$ cat src/rtl/video_pkg.sv
`default_nettype none
// ============================================================================
//  Module      : video_pkg
//  Description : Shared definitions for the pixel-clock video blocks:
//                pattern mode encodings, the colour-bar table as {r,g,b}
//                on/off flags, and the 640x480 default timing constants
//                shared with dvi_tx_parallel.
//  Revision    : 1.0 - initial release
// ============================================================================
package video_pkg;

    // Pattern selection.
    typedef enum logic [1:0] {
        MODE_GRADIENT = 2'd0,
        MODE_BARS     = 2'd1,
        MODE_CHECK    = 2'd2,
        MODE_SOLID    = 2'd3
    } mode_e;

    // 640x480 @ 60 Hz timing, shared with the DVI transmitter.
    localparam int c_def_h_active = 640;
    localparam int c_def_h_front  = 16;
    localparam int c_def_h_sync   = 96;
    localparam int c_def_h_back   = 48;
    localparam int c_def_h_total  = 800;
    localparam int c_def_v_active = 480;
    localparam int c_def_v_front  = 10;
    localparam int c_def_v_sync   = 2;
    localparam int c_def_v_back   = 33;
    localparam int c_def_v_total  = 525;

    // Colour-bar table, left to right. Each flag is expanded to a full
    // channel by replication, so the table is independent of colour depth.
    function automatic logic [2:0] bar_flags(input logic [2:0] idx);
        logic [2:0] flags;
        case (idx)
            3'd0:    flags = 3'b111;  // white
            3'd1:    flags = 3'b110;  // yellow
            3'd2:    flags = 3'b011;  // cyan
            3'd3:    flags = 3'b010;  // green
            3'd4:    flags = 3'b101;  // magenta
            3'd5:    flags = 3'b100;  // red
            3'd6:    flags = 3'b001;  // blue
            default: flags = 3'b000;  // black
        endcase
        return flags;
    endfunction

endpackage
`default_nettype wire

$ cat src/rtl/video_raster_ctr.sv
`default_nettype none
// ============================================================================
//  Module      : video_raster_ctr
//  Description : Raster position counters (x, y, frame) with sof/eol flags.
//                Besides the registered position it exposes the next-state
//                values so that downstream pixel logic can register a colour
//                for the new position in the same cycle the position moves.
//  Ports       : clk, rst          - pixel clock, sync active-high reset
//                i_adv             - advance one pixel this cycle
//                o_x/o_y/o_frame   - current position and completed frames
//                o_sof/o_eol       - current pixel is (0,0) / last in line
//                o_*_nxt           - values the registers take at the edge
//  Revision    : 1.0 - initial release
// ============================================================================
module video_raster_ctr #(
    parameter int H_ACTIVE = 640,
    parameter int V_ACTIVE = 480,
    parameter int FRAME_W  = 11
) (
    input  logic               clk,
    input  logic               rst,
    input  logic               i_adv,
    output logic [10:0]        o_x,
    output logic [10:0]        o_y,
    output logic [FRAME_W-1:0] o_frame,
    output logic               o_sof,
    output logic               o_eol,
    output logic [10:0]        o_x_nxt,
    output logic [10:0]        o_y_nxt,
    output logic [FRAME_W-1:0] o_frame_nxt,
    output logic               o_sof_nxt
);

    localparam logic [10:0] c_x_last = 11'(H_ACTIVE - 1);
    localparam logic [10:0] c_y_last = 11'(V_ACTIVE - 1);

    logic [10:0]        r_x;
    logic [10:0]        r_y;
    logic [FRAME_W-1:0] r_frame;
    logic               r_sof;
    logic               r_eol;

    logic [10:0]        w_x_nxt;
    logic [10:0]        w_y_nxt;
    logic [FRAME_W-1:0] w_frame_nxt;
    logic               w_sof_nxt;
    logic               w_eol_nxt;

    always_comb begin
        w_x_nxt     = r_x;
        w_y_nxt     = r_y;
        w_frame_nxt = r_frame;
        if (i_adv) begin
            if (r_x == c_x_last) begin
                w_x_nxt = '0;
                if (r_y == c_y_last) begin
                    w_y_nxt     = '0;
                    // Free-running: wraps modulo 2^FRAME_W.
                    w_frame_nxt = r_frame + 1'b1;
                end else begin
                    w_y_nxt = r_y + 11'd1;
                end
            end else begin
                w_x_nxt = r_x + 11'd1;
            end
        end
    end

    assign w_sof_nxt = (w_x_nxt == 11'd0) && (w_y_nxt == 11'd0);
    assign w_eol_nxt = (w_x_nxt == c_x_last);

    always_ff @(posedge clk) begin
        if (rst) begin
            r_x     <= '0;
            r_y     <= '0;
            r_frame <= '0;
            r_sof   <= 1'b1;
            r_eol   <= 1'b0;
        end else begin
            // Next-state equals current state when not advancing.
            r_x     <= w_x_nxt;
            r_y     <= w_y_nxt;
            r_frame <= w_frame_nxt;
            r_sof   <= w_sof_nxt;
            r_eol   <= w_eol_nxt;
        end
    end

    assign o_x         = r_x;
    assign o_y         = r_y;
    assign o_frame     = r_frame;
    assign o_sof       = r_sof;
    assign o_eol       = r_eol;
    assign o_x_nxt     = w_x_nxt;
    assign o_y_nxt     = w_y_nxt;
    assign o_frame_nxt = w_frame_nxt;
    assign o_sof_nxt   = w_sof_nxt;

endmodule
`default_nettype wire

$ cat src/rtl/video_pattern_gen.sv
`default_nettype none
// ============================================================================
//  Module      : video_pattern_gen
//  Description : Raster-ordered RGB test-pattern source for dvi_tx_parallel.
//                The consumer pulls pixels with rgb_rdy (qualified by en).
//                Patterns: gradient, colour bars, checkerboard, solid. The
//                pattern mode is latched only when the raster returns to
//                (0,0), so a frame is never torn by a mode change.
//  Ports       : clk, rst          - pixel clock, sync active-high reset
//                en, rgb_rdy       - advance when both high
//                mode, solid_rgb   - pattern select, {r,g,b} for solid mode
//                r, g, b           - registered colour of current pixel
//                x, y, frame       - current position, completed frames
//                sof, eol          - current pixel is (0,0) / end of line
//  Options     : VIDEO_PATTERN_GEN_BORDER_EN - force a one-pixel white
//                border around the active area in modes 0-2.
//  Revision    : 1.0 - initial release
// ============================================================================
module video_pattern_gen
    import video_pkg::*;
#(
    parameter int H_ACTIVE   = c_def_h_active,
    parameter int V_ACTIVE   = c_def_v_active,
    parameter int CW         = 8,
    parameter int CHECK_LOG2 = 5,
    parameter int FRAME_W    = 11
) (
    input  logic               clk,
    input  logic               rst,
    input  logic               en,
    input  logic [1:0]         mode,
    input  logic [3*CW-1:0]    solid_rgb,
    input  logic               rgb_rdy,
    output logic [CW-1:0]      r,
    output logic [CW-1:0]      g,
    output logic [CW-1:0]      b,
    output logic [10:0]        x,
    output logic [10:0]        y,
    output logic               sof,
    output logic               eol,
    output logic [FRAME_W-1:0] frame
);

    localparam int          c_gw     = CW - 2;
    localparam logic [10:0] c_bw_m1  = 11'(H_ACTIVE / 8 - 1);
`ifdef VIDEO_PATTERN_GEN_BORDER_EN
    localparam logic [10:0] c_x_last = 11'(H_ACTIVE - 1);
    localparam logic [10:0] c_y_last = 11'(V_ACTIVE - 1);
`endif

    logic               w_adv;
    logic [10:0]        w_x_nxt;
    logic [10:0]        w_y_nxt;
    logic [FRAME_W-1:0] w_frame_nxt;
    logic               w_sof_nxt;

    assign w_adv = rgb_rdy & en;

    video_raster_ctr #(
        .H_ACTIVE (H_ACTIVE),
        .V_ACTIVE (V_ACTIVE),
        .FRAME_W  (FRAME_W)
    ) u_raster (
        .clk         (clk),
        .rst         (rst),
        .i_adv       (w_adv),
        .o_x         (x),
        .o_y         (y),
        .o_frame     (frame),
        .o_sof       (sof),
        .o_eol       (eol),
        .o_x_nxt     (w_x_nxt),
        .o_y_nxt     (w_y_nxt),
        .o_frame_nxt (w_frame_nxt),
        .o_sof_nxt   (w_sof_nxt)
    );

    // ------------------------------------------------------------------
    // Active mode: takes the mode input only when advancing onto (0,0).
    // ------------------------------------------------------------------
    mode_e r_mode;
    mode_e w_mode_nxt;

    assign w_mode_nxt = (w_adv && w_sof_nxt) ? mode_e'(mode) : r_mode;

    // ------------------------------------------------------------------
    // Colour-bar tracking. r_bar_cnt counts pixels inside the current bar;
    // the index saturates at 7 so the H_ACTIVE%8 remainder joins bar 7.
    // ------------------------------------------------------------------
    logic [10:0] r_bar_cnt;
    logic [2:0]  r_bar_idx;
    logic [10:0] w_bar_cnt_nxt;
    logic [2:0]  w_bar_idx_nxt;

    always_comb begin
        w_bar_cnt_nxt = r_bar_cnt;
        w_bar_idx_nxt = r_bar_idx;
        if (w_adv) begin
            if (eol) begin
                w_bar_cnt_nxt = '0;
                w_bar_idx_nxt = '0;
            end else if (r_bar_cnt == c_bw_m1) begin
                w_bar_cnt_nxt = '0;
                if (r_bar_idx != 3'd7) begin
                    w_bar_idx_nxt = r_bar_idx + 3'd1;
                end
            end else begin
                w_bar_cnt_nxt = r_bar_cnt + 11'd1;
            end
        end
    end

    // ------------------------------------------------------------------
    // Colour for the next-state position and mode.
    // ------------------------------------------------------------------
    logic [c_gw-1:0] w_r_sum;
    logic [c_gw-1:0] w_g_sum;
    logic [2:0]      w_flags;
    logic            w_chk;
    logic [CW-1:0]   w_r_col;
    logic [CW-1:0]   w_g_col;
    logic [CW-1:0]   w_b_col;

    // The <<2 of the gradient drops the top two bits, so the sums only
    // need CW-2 bits.
    assign w_r_sum = c_gw'(w_x_nxt) + c_gw'(w_frame_nxt);
    assign w_g_sum = c_gw'(w_y_nxt) + c_gw'(w_frame_nxt);
    assign w_flags = bar_flags(w_bar_idx_nxt);
    assign w_chk   = w_x_nxt[CHECK_LOG2] ^ w_y_nxt[CHECK_LOG2] ^ w_frame_nxt[0];

`ifdef VIDEO_PATTERN_GEN_BORDER_EN
    logic w_border;
    assign w_border = (w_x_nxt == 11'd0) || (w_x_nxt == c_x_last) ||
                      (w_y_nxt == 11'd0) || (w_y_nxt == c_y_last);
`endif

    always_comb begin
        w_r_col = '0;
        w_g_col = '0;
        w_b_col = '0;
        case (w_mode_nxt)
            MODE_GRADIENT: begin
                w_r_col = {w_r_sum, 2'b00};
                w_g_col = {w_g_sum, 2'b00};
                w_b_col = CW'(w_frame_nxt);
            end
            MODE_BARS: begin
                w_r_col = {CW{w_flags[2]}};
                w_g_col = {CW{w_flags[1]}};
                w_b_col = {CW{w_flags[0]}};
            end
            MODE_CHECK: begin
                w_r_col = {CW{w_chk}};
                w_g_col = {CW{w_chk}};
                w_b_col = {CW{w_chk}};
            end
            MODE_SOLID: begin
                w_r_col = solid_rgb[3*CW-1:2*CW];
                w_g_col = solid_rgb[2*CW-1:CW];
                w_b_col = solid_rgb[CW-1:0];
            end
            default: begin
                w_r_col = '0;
            end
        endcase
`ifdef VIDEO_PATTERN_GEN_BORDER_EN
        if ((w_mode_nxt != MODE_SOLID) && w_border) begin
            w_r_col = '1;
            w_g_col = '1;
            w_b_col = '1;
        end
`endif
    end

    // ------------------------------------------------------------------
    // Registered outputs and state.
    // ------------------------------------------------------------------
    logic [CW-1:0] r_r;
    logic [CW-1:0] r_g;
    logic [CW-1:0] r_b;

    always_ff @(posedge clk) begin
        if (rst) begin
            r_mode    <= MODE_GRADIENT;
            r_bar_cnt <= '0;
            r_bar_idx <= '0;
            r_r       <= '0;
            r_g       <= '0;
            r_b       <= '0;
        end else begin
            r_mode    <= w_mode_nxt;
            r_bar_cnt <= w_bar_cnt_nxt;
            r_bar_idx <= w_bar_idx_nxt;
            if (w_adv) begin
                r_r <= w_r_col;
                r_g <= w_g_col;
                r_b <= w_b_col;
            end
        end
    end

    assign r = r_r;
    assign g = r_g;
    assign b = r_b;

endmodule
`default_nettype wire

$ cat config.mk
export PLATFORM = sky130hd
export DESIGN_NAME = video_pattern_gen
export DESIGN_NICKNAME = d
export VERILOG_FILES = /design/src/rtl/video_pkg.sv /design/src/rtl/video_raster_ctr.sv /design/src/rtl/video_pattern_gen.sv
export SDC_FILE = /design/constraint.sdc
export NUM_CORES = 1
export LEC_CHECK = 0
export ABC_AREA = 1
export BUFFER_PORTS_ARGS = -buffer_cell sky130_fd_sc_hd__buf_2
export CORE_AREA = 4 4 143 145
export DETAILED_ROUTE_END_ITERATION = 16
export DIE_AREA = 0 0 147 149
export PLACE_DENSITY_LB_ADDON = 0.12
export SYNTH_ARGS = -nofsm -noshare
export SYNTH_HDL_FRONTEND = slang
export SYNTH_SLANG_ARGS = --single-unit
$ cat constraint.sdc
create_clock -name clk -period 4.1 [get_ports clk]
set_input_delay 0.41 -clock clk [delete_from_list [all_inputs] [get_ports clk]]
set_output_delay 0.41 -clock clk [all_outputs]
set_load 0.01 [all_outputs]
==> flow_metrics.env <==
export IMPL_wl_um=14300
export IMPL_hold_end="g[4]"
export IMPL_powerDensity_mw_per_mm2=337
export IMPL_grt_max_degree=60
export IMPL_synthMuxAreaShare_pct=0
export IMPL_min_path_cells=5
export IMPL_seq_power_share_pct=39.5
export IMPL_irDropWorstVdd_mv=0.235
export IMPL_p_switching_mw=0.489
export IMPL_dieArea_mm2=0.0219
export IMPL_required_ps=4300
export IMPL_finClkSkew_ps=9.40
export IMPL_viasPerCell=4.28
export IMPL_leakage_nw=2.83
export IMPL_portBuffers=88
export IMPL_synth_compound_area_share_pct=10.6
export IMPL_htree_num_levels=3
export IMPL_rows=51
export IMPL_hold_class="input pin to flip-flop"
export IMPL_fin_tns_setup_ps=0
export IMPL_cts_tree="done"
export IMPL_cts_buffers=9
export IMPL_comb_power_share_pct=11.9
export IMPL_antenna_cells=0
export IMPL_worstReg2RegStart="u_raster.o_y[1]"
export IMPL_slew_headroom_pct=48.7
export IMPL_syn_area_per_cell_um2=6.72
export IMPL_ys_seq_elements=75
export IMPL_grt_use_total_pct=13.4
export IMPL_dp_slack_ps=408
export IMPL_r2r_cells=22
export IMPL_worstHoldStart="solid_rgb[12]"
export IMPL_wire_per_inst_um=13.5
export IMPL_ant_nets=0
export IMPL_syn_inst=703
export IMPL_dieHeight_um=149
export IMPL_crit_type="flip-flop to flip-flop"
export IMPL_start_util_pct=24.6
export IMPL_place_congestion=0.774
export IMPL_drc=0
export IMPL_endpoint_kind="flip-flop"
export IMPL_grt_pass1_wl_um=23400
export IMPL_tightest_slew_ps=767
export IMPL_pwr_share_clk_pct=48.6
export IMPL_cts_resized=0
export IMPL_nets=834
export IMPL_slowest_stage="dfxtp_1"
export IMPL_path_cells="ha_1, nand2_1, nor2_2, inv_1, nor2_1, nand2_1, or2_2, o21ai_0, inv_1, ha_1, a21oi_1, o21bai_1, nand2_1, nand2_1, a21oi_1, xnor2_1, xor2_1, nand3_1, nand2_1, inv_1, o21ai_1, a21oi_1"
export IMPL_first_pass_iters=4
export IMPL_yosysWarnings=0
export IMPL_clkLatencyLatePin_ps=340
export IMPL_vias=4525
export IMPL_layout_commonest_cell="nand2_1"
export IMPL_synth_xor_area_share_pct=3.71
export IMPL_fin_crit_sh_pct=89.3
export IMPL_synth_edff_count=0
export IMPL_io_pin_count=89
export IMPL_ctsRootBufferMaster="clkbuf_16"
export IMPL_fmax_ghz=0.273
export IMPL_async_flop_share_pct=0
export IMPL_hpwl_um=10600
export IMPL_period_minus_slack_ps=3660
export IMPL_hold_violations=0
export IMPL_cts_hold_buffers=0
export IMPL_syn_to_final_growth_pct=20.6
export IMPL_r2r_slack_ps=440
export IMPL_setup_ws_ps=439
export IMPL_rsz0062_at_grt="false"
export IMPL_nFillCells=2172
export IMPL_cp_common_cell="nand2_1"
export IMPL_grt_overflow=0
export IMPL_ys_types=37
export IMPL_synth_area_mm2=0.00473
export IMPL_r2r_end="g[7]"
export IMPL_synthSimpleGateAreaFrac_pct=36.7
export IMPL_switching_share_pct=25.5
export IMPL_synth_ff_type="dfxtp_1"
export IMPL_p_int_mw=1.43
export IMPL_drive_above_1_share_pct=18.4
export IMPL_die_x_um=147
export IMPL_synth_fa_ha_area_share_pct=4.82
export IMPL_cts_sinks=75
export IMPL_cp_max_fo=4
export IMPL_synth_top_family_by_area="simple AND/OR/NAND/NOR gates"
export IMPL_clock_path_buffers=2
export IMPL_maxCapViolations=0
export IMPL_slowest_delay_ps=410
export IMPL_grt_pass1_vias=4431
export IMPL_layout_common_cells="nand2_1 (156), inv_1 (100), buf_2 (88)"
export IMPL_status="complete, no violations"
export IMPL_first_iter_violations=194
export IMPL_antenna_found_initial=0
export IMPL_clk_pin_slew_worst_paths_ps=60
export IMPL_cp_arrival_ps=3860
export IMPL_maxSlewViolCount=0
export IMPL_syn_nets=750
export IMPL_cp_start_kind="flip-flop"
export IMPL_core_area_mm2=0.0192
export IMPL_post_cts_buffers=0
export IMPL_ys_seq_area_share_pct=31.8
export IMPL_setup_viol=0
## registers in the layout, indices dropped and copies added, names as in the netlist
signal and cells:
u_raster.o_x 11, u_raster.o_sof 1, g 8, b 8, r_bar_idx 3, u_raster.o_frame 11, u_raster.o_eol 1, u_raster.o_y 11
r 8, r_mode 2, r_bar_cnt 11
## power groups by stage
stage	sequential, mW	combinational (mW)	clock, mW
2_1_floorplan	0.780	0.172	0
5_1_grt	0.759	0.262	0.993
3_3_place_gp	0.774	0.233	0
4_1_cts	0.758	0.233	0.965
3_5_place_dp	0.774	0.232	0
6_report	0.758	0.228	0.932
## cell type report
cell class	instances	area (µm²)	share of cell area (%)
multi-input combinational	503	2640	46.3
sequential	75	1500	26.3
tap	265	332	5.82
inverter	101	379	6.65
clock inverter	5	100	1.76
clock buffer	11	243	4.26
timing repair buffer	97	508	8.91
## stage by stage
| step | util [%] | power [mW] | std cells | hold WS (ps) | instance area [µm²] |
|---|---|---|---|---|---|
| after floorplan | - | 0.952 | 703 | 456 | 4730 |
| after global placement | 27.8 | 1.01 | 1038 | 455 | 5330 |
| after detailed placement | 27.8 | 1.01 | 1038 | 455 | 5330 |
| after CTS | 29.6 | 1.96 | 1054 | 424 | 5680 |
| after global routing | 29.7 | 2.01 | 1057 | 464 | 5700 |
| final | 29.7 | 1.92 | 1057 | 438 | 5700 |
## worst max-delay path, delay by kind of cell, from the launching register on
family,cells,cell delay (ps)
AOI/OAI and AO/OA,6,670
adders and majority gates,2,570
DFF,1,410
buffers and inverters,3,270
and+or+nand+nor,9,1280
xor gates and xnor gates,2,340
## cells in the mapped netlist, types with 3 or more instances
cell type	n	share of area, %
ha_1	15	4.0
a21oi_1	41	4.3
buf_2	4	0.42
dfxtp_1	75	32
nand2_4	7	1.7
nor2_1	82	6.5
inv_1	100	7.9
nand3_2	3	0.64
nor2_2	4	0.53
nor3_1	13	1.4
nand3b_1	6	0.95
nor2_4	4	0.95
o21ai_0	23	2.4
clkbuf_1	6	0.48
clkbuf_8	5	1.5
xnor2_1	6	1.1
nand3_1	65	6.9
xor2_1	14	2.6
nand4_1	15	2.0
nand2_1	156	12
o21ai_1	25	2.6
nand2_2	9	1.2
buf_6	7	1.7
## cells by family (layout without fill, tap and decap cells)
logic type / count (synthesis) / in the layout
fa+ha+maj: 17 / 17
flops: 75 / 75
xor+xnor: 20 / 20
compound gates: 96 / 96
simple gates: 370 / 370
buf+inv: 125 / 214
## routing by layer
metal	vias to the layer above	global-route usage (%)	wire [µm]
met4	0	4.66	250
met3	13	2.28	484
met1	2032	18.1	7130
li1	2410	-	-
met2	70	21.6	6410
met5	-	0	0
## worst max-delay path by stage
stage                    startpoint    to  slack (ps)  depth (start not counted)
CTS                 u_raster.o_x[0]  g[7]         390                         22
floorplan           u_raster.o_x[0]  g[7]         800                         22
global placement    u_raster.o_x[0]  g[7]         400                         22
global route        u_raster.o_x[0]  g[7]          20                         22
finish              u_raster.o_y[1]  g[7]         440                         22
detailed placement  u_raster.o_y[1]  g[7]         410                         22
No activity file was read; power rests on OpenSTA's default activity.
